===== src/rtl/dout_mismatch_scoreboard.sv =====
// Reference-vs-DUT compare scoreboard: saturating sample/error counters plus first-failure capture.
// Define MISMATCH_FIRST_CAPTURE_EN to build the first_err_at/first_err_bits capture registers.
module dout_mismatch_scoreboard #(
  parameter int WIDTH = 1,
  parameter int CNT_W = 32
) (
  input  logic             clk,
  input  logic             rst_n,
  input  logic             clear,
  input  logic             sample_en,
  input  logic [WIDTH-1:0] ref_vec,
  input  logic [WIDTH-1:0] dut_vec,
  output logic [CNT_W-1:0] samples,
  output logic [CNT_W-1:0] errors,
  output logic [CNT_W-1:0] first_err_at,
  output logic [WIDTH-1:0] first_err_bits,
  output logic             err_flag,
  output logic             sat
);

  // sample_en is a plain valid: every asserted cycle is consumed, there is no ready/backpressure.
  typedef enum logic {CLEAN = 1'b0, FAILED = 1'b1} state_t;

  localparam logic [CNT_W-1:0] CNT_MAX = '1;

  state_t           state;
  state_t           state_nxt;
  logic [WIDTH-1:0] diff;
  logic             mismatch;

  assign diff     = ref_vec ^ dut_vec;
  assign mismatch = sample_en && (diff != '0);

  always_ff @(posedge clk or negedge rst_n) begin
    if (!rst_n) begin
      state <= CLEAN;
    end else begin
      state <= state_nxt;
    end
  end

  always_comb begin
    state_nxt = state;
    if (clear) begin
      state_nxt = CLEAN;
    end else if (state == CLEAN && mismatch) begin
      state_nxt = FAILED;
    end
  end

  assign err_flag = (state == FAILED);

  // Counters hold at all-ones; errors never outruns samples because it only moves on a sample.
  always_ff @(posedge clk or negedge rst_n) begin
    if (!rst_n) begin
      samples <= '0;
      errors  <= '0;
    end else if (clear) begin
      samples <= '0;
      errors  <= '0;
    end else begin
      if (sample_en && samples != CNT_MAX) begin
        samples <= samples + 1'b1;
      end
      if (mismatch && errors != CNT_MAX) begin
        errors <= errors + 1'b1;
      end
    end
  end

  assign sat = (samples == CNT_MAX);

`ifdef MISMATCH_FIRST_CAPTURE_EN
  logic first_hit;

  assign first_hit = (state == CLEAN) && mismatch && !clear;

  // samples here is the pre-increment value, i.e. the 0-based index of this sample.
  always_ff @(posedge clk or negedge rst_n) begin
    if (!rst_n) begin
      first_err_at   <= '0;
      first_err_bits <= '0;
    end else if (clear) begin
      first_err_at   <= '0;
      first_err_bits <= '0;
    end else if (first_hit) begin
      first_err_at   <= samples;
      first_err_bits <= diff;
    end
  end
`else
  assign first_err_at   = '0;
  assign first_err_bits = '0;
`endif

endmodule

===== config.mk =====
export PLATFORM = sky130hd
export DESIGN_NAME = dout_mismatch_scoreboard
export DESIGN_NICKNAME = d
export VERILOG_FILES = /design/src/rtl/dout_mismatch_scoreboard.sv
export SDC_FILE = /design/constraint.sdc
export NUM_CORES = 1
export LEC_CHECK = 0
export ABC_AREA = 1
export BUFFER_PORTS_ARGS = -buffer_cell sky130_fd_sc_hd__buf_2
export CORE_MARGIN = 8
export CORE_UTILIZATION = 59
export DETAILED_ROUTE_END_ITERATION = 10
export GPL_ROUTABILITY_DRIVEN = 0
export PLACE_DENSITY_LB_ADDON = 0.2
export SYNTH_ARGS = -nofsm -noshare
export SYNTH_HDL_FRONTEND = slang
export SYNTH_SLANG_ARGS = --single-unit

===== constraint.sdc =====
create_clock -name clk -period 3.7 [get_ports clk]
set_input_delay 0.37 -clock clk [delete_from_list [all_inputs] [get_ports clk]]
set_output_delay 0.37 -clock clk [all_outputs]
set_load 0.03 [all_outputs]

; After elaboration in Yosys (flattened, before gate mapping)
; Cells that the tools add are included.
[totals]
reg_bits = 65
output_inout_bits = 99
[op_classes]
n_mux = 6
reduce_logical = 7
n_eq_ne = 3
n_bitwise = 2
add_sub_neg = 2
[op_table]
columns = op, count
row1 = $mux W32, 4
row2 = $add A32 B1 Y32 const B, 2
row3 = $ne A32 B32 Y1 const B, 2
row4 = $eq A32 B32 Y1 const B, 1
row5 = $reduce_bool A2 Y1, 3
row6 = $logic_and A1 B1 Y1, 4
row7 = $mux W1, 2
row8 = $not A1 Y1, 1
row9 = $xor A1 B1 Y1, 1

; Logic depth before layout (Yosys ltp)
[logic_depth]
depth_word = 5
mapped_depth = 12

; Worst setup path after synthesis
; No wires, ideal clock.
[synth_path]
path_type = register to output
from = reg samples[1]
to = out sat
slack_ns = 1.643
arrival_time_ns = 1.687
required_ns = 3.330
path_stages_with_launch = 9
cell_sequence = dfrtp_1 -> ha_1 -> nand2_2 -> nor2_4 -> nand2_2 -> nor2_4 -> nand2_4 -> buf_2 -> inv_1
[synth_via]
elab_chain_len = 1
[synth_rtl]
columns = element, line
row1 = start: declaration, 13  ; output logic [CNT_W-1:0] samples,
row2 = start signal: assignment, 63  ; samples <= samples + 1'b1;
row3 = $eq A32 B32 Y1, 71  ; assign sat = (samples == CNT_MAX);
row4 = end: declaration, 18  ; output logic sat
; Every way passes these cells.

; Worst setup path in the final report
; Same ends and word-level chain as after synthesis.

==> metrics <==
first-pass GRT wire length 21100 um; type of the tightest min-delay check primary input to async pin; DPL Wire Length 9220 um; xor and xnor fraction of the mapped netlist area 3.98%; CP Buf/Inv Count 2; DRC violations left 0; shortest clock period the worst path allows after layout 2260 ps; VDD IR max 221 uV; hold buffer count at cts 0; Unique masters post-synth 31; area added between synthesis and finish 10.9%; post-synthesis area per instance 6.51 sq um; element type at the critical path end output pin; number of maximum-capacitance constraint violations 0; delay contributed by the slowest stage of the critical path 400 ps; failing checks negative hold slack; cells after synthesis 710; sequential share of the synthesized area 35.2%; number of iterations in the first detailed-routing pass 4; worst setup path category register to output pin; maximum clock skew at final layout 8.19 ps; leakage power figure 2.63 nW; Synth Area in Adders 0.541%; CTS Buf Count 9; core region area 0.00765 sq mm; via-per-instance ratio 5.18; R2R depth 11; Clock Root Buffer sky130_fd_sc_hd__clkbuf_8; Worst Max-Slew Pin Slew 741 ps; Data required, critical path 3330 ps; internal reg-to-reg setup slack 1460 ps; Final Routed Wirelength 12300 um; synthesized-area fraction occupied by and/or/nand/nor cells 43.5%; mux share of post-synthesis cell area 0%; r2r endpoint errors[4]; critical path launch point type register; Die Ht 105 um; CP max-delay cell sky130_fd_sc_hd__dfrtp_1; Max Root-Sink Buffers 2; setup TNS 0 ps; maximum level of the CTS H-tree 3; insertion delay of the later-clocked pin in the worst-skew pair 350 ps; top achievable clock speed 0.442 GHz; die width 105 um; launching point of the worst reg2reg path errors[1]; Levels on crit path 8; total global-route track usage 23.1%; Max transition margin 50.6%; post-route clock period utilization 61.2%; share of post-route cells with drive strength above 1 15.2%; max-slew violation total from the final report 0; CP Capture Point sat; cell row count 32; grt ovf 0; number of global-route vias before repair 4527; number of nets in the finished design 789; Final Cell Area 0.00513 sq mm; setup fix buffers added after clock tree synthesis 0; Critical Path, Cell by Cell ha_1, nand2_2, nor2_4, nand2_2, nor2_4, nand2_4, inv_1, buf_2; clock tree from TritonCTS built; number of filler cells placed in the layout 711; highest net fanout along the worst path 16; Reg clk slew, reported paths 80 ps; maximum number of pins on one net before global-route repair 44; launching instance or port of the critical path samples[1]; Final Hold Fails 7; combinational family with the most area after synthesis simple AND/OR/NAND/NOR gates; outcome complete, but fails checks; overall die area 0.0109 sq mm; pre-CTS setup slack 1500 ps; total standard cell area after synthesis 0.00462 sq mm; final setup vio count 0; Antenna Cells 0; wire length per cell 13.8 um; dpl cell area 0.00492 sq mm; Worst Slack Setup Final 1440 ps; total number of vias 4598; setup repair after global routing missed its margin no; initial antenna violation count 0; worst hold margin -7.47 ps; dominant delay contributor by cell family on the critical path simple AND/OR/NAND/NOR gates; number of instances resized during post-cts repair 0; worst path arrival time 1890 ps; Cell Pwr Density 290 mW/mm^2; synthesized flop and latch total 65; # port buffers 71; I/O pin count 105; Initial DRC Count 180; Initial Utilization 60.5%; ANT nets after route 0; count of synthesis-stage warnings from yosys 0; Synth Area in Compound Gates 4.03%; Clock Sink Count 65
-- registers in the layout (all words and copies together) (netlist names) --
name / count
err_flag: 1
errors: 32
samples: 32
-- metal layers --
layer | track usage, % | vias up | routed length, um
met4 | 11.2 | 0 | 307
met3 | 5.14 | 25 | 700
li1 | - | 2278 | -
met5 | 0 | - | 0
met2 | 40.1 | 139 | 6240
met1 | 26.3 | 2156 | 5040
-- power by group --
part | internal [mW] | leakage (nW) | switching [mW]
clock network | 0.344 | 0.0937 | 0.293
registers | 0.714 | 0.905 | 0.00397
logic | 0.0152 | 1.63 | 0.116
-- cells by family after synthesis --
kind of cell / count (synthesis)
AOI/OAI and AO/OA: 36
other: 1
DFF: 65
xor gates and xnor gates: 21
buffers and inverters: 116
adders and majority gates: 2
and+or+nand+nor: 469
-- cell type report --
cell class / instances / area [sq um] / share of cell area (%)
clock buffer: 11 / 151 / 2.95
sequential: 65 / 1630 / 31.7
timing repair buffer: 73 / 370 / 7.22
clock inverter: 4 / 52.6 / 1.03
inverter: 71 / 267 / 5.20
tap: 102 / 128 / 2.49
multi-input combinational: 561 / 2530 / 49.4
-- through the flow --
step	hold slack, ps	total power [mW]	cells	util [%]
after floorplan	74.4	0.854	742	-
after global placement	374	0.859	872	64.4
after detailed placement	385	0.862	872	64.4
after CTS	6.36	1.50	887	67.0
after global routing	24.6	1.54	887	67.0
final	-7.47	1.49	887	67.0
-- synthesized netlist by cell type, drive strengths merged --
cell type  instances  area (sq um)
nor3               5          25.0
ha                 2          25.0
dfrtp             65          1630
nand3b             4          30.0
xnor2              6          52.6
o21bai             1          7.51
and2               1          6.26
xor2              15           131
nand2            256          1000
buf               41           304
nand3             55           275
clkinv             1          3.75
clkbuf             4          15.0
nor2             133           578
or2                2          12.5
nand4             13          81.3
inv               70           263
conb               1          3.75
o21ai             25           125
a21oi             10          53.8
-- layout by cell type (no fill, tap or decap) --
master / n
sky130_fd_sc_hd__inv_1: 65
sky130_fd_sc_hd__clkbuf_8: 11
sky130_fd_sc_hd__o21ai_0: 13
sky130_fd_sc_hd__clkinv_1: 1
sky130_fd_sc_hd__a21oi_1: 9
sky130_fd_sc_hd__inv_2: 5
sky130_fd_sc_hd__conb_1: 33
sky130_fd_sc_hd__or2_2: 2
sky130_fd_sc_hd__nor2_2: 7
sky130_fd_sc_hd__o21ai_1: 12
sky130_fd_sc_hd__buf_4: 2
sky130_fd_sc_hd__nor2_8: 1
sky130_fd_sc_hd__nand2_1: 247
sky130_fd_sc_hd__nand4_1: 13
sky130_fd_sc_hd__xnor2_1: 6
sky130_fd_sc_hd__nor2_1: 119
sky130_fd_sc_hd__xor2_1: 15
sky130_fd_sc_hd__ha_1: 2
sky130_fd_sc_hd__nand3_1: 55
sky130_fd_sc_hd__dfrtp_1: 65
sky130_fd_sc_hd__a21oi_2: 1
sky130_fd_sc_hd__buf_2: 71
sky130_fd_sc_hd__o21bai_1: 1
sky130_fd_sc_hd__bufinv_16: 1
sky130_fd_sc_hd__nor2_4: 6
sky130_fd_sc_hd__nor3_1: 5
sky130_fd_sc_hd__clkinvlp_4: 3
sky130_fd_sc_hd__nand2_4: 4
sky130_fd_sc_hd__and2_1: 1
sky130_fd_sc_hd__nand2_2: 5
sky130_fd_sc_hd__nand3b_1: 4
-- worst register-to-register path, cell delays in order (launching register included) --
cell	delay (ps)
sky130_fd_sc_hd__dfrtp_1	390
sky130_fd_sc_hd__ha_1	210
sky130_fd_sc_hd__nand2_1	100
sky130_fd_sc_hd__nor2_4	160
sky130_fd_sc_hd__nand2_4	100
sky130_fd_sc_hd__nor2_8	160
sky130_fd_sc_hd__nand2_1	70
sky130_fd_sc_hd__nand2_1	90
sky130_fd_sc_hd__nand2_2	270
sky130_fd_sc_hd__inv_2	430
sky130_fd_sc_hd__nand2_1	110
sky130_fd_sc_hd__nand2_1	80
-- how the worst min path moves through the flow --
stage | from | end | slack, ps | cells after the start
after floorplan | rst_n | err_flag | 70 | 0
after global placement | rst_n | samples[5] | 370 | 1
after detailed placement | rst_n | samples[5] | 390 | 1
after CTS | rst_n | errors[0] | 6 | 1
after global routing | rst_n | errors[1] | 20 | 1
final | rst_n | samples[5] | -7 | 1
Power figures use the tool's default switching activity.
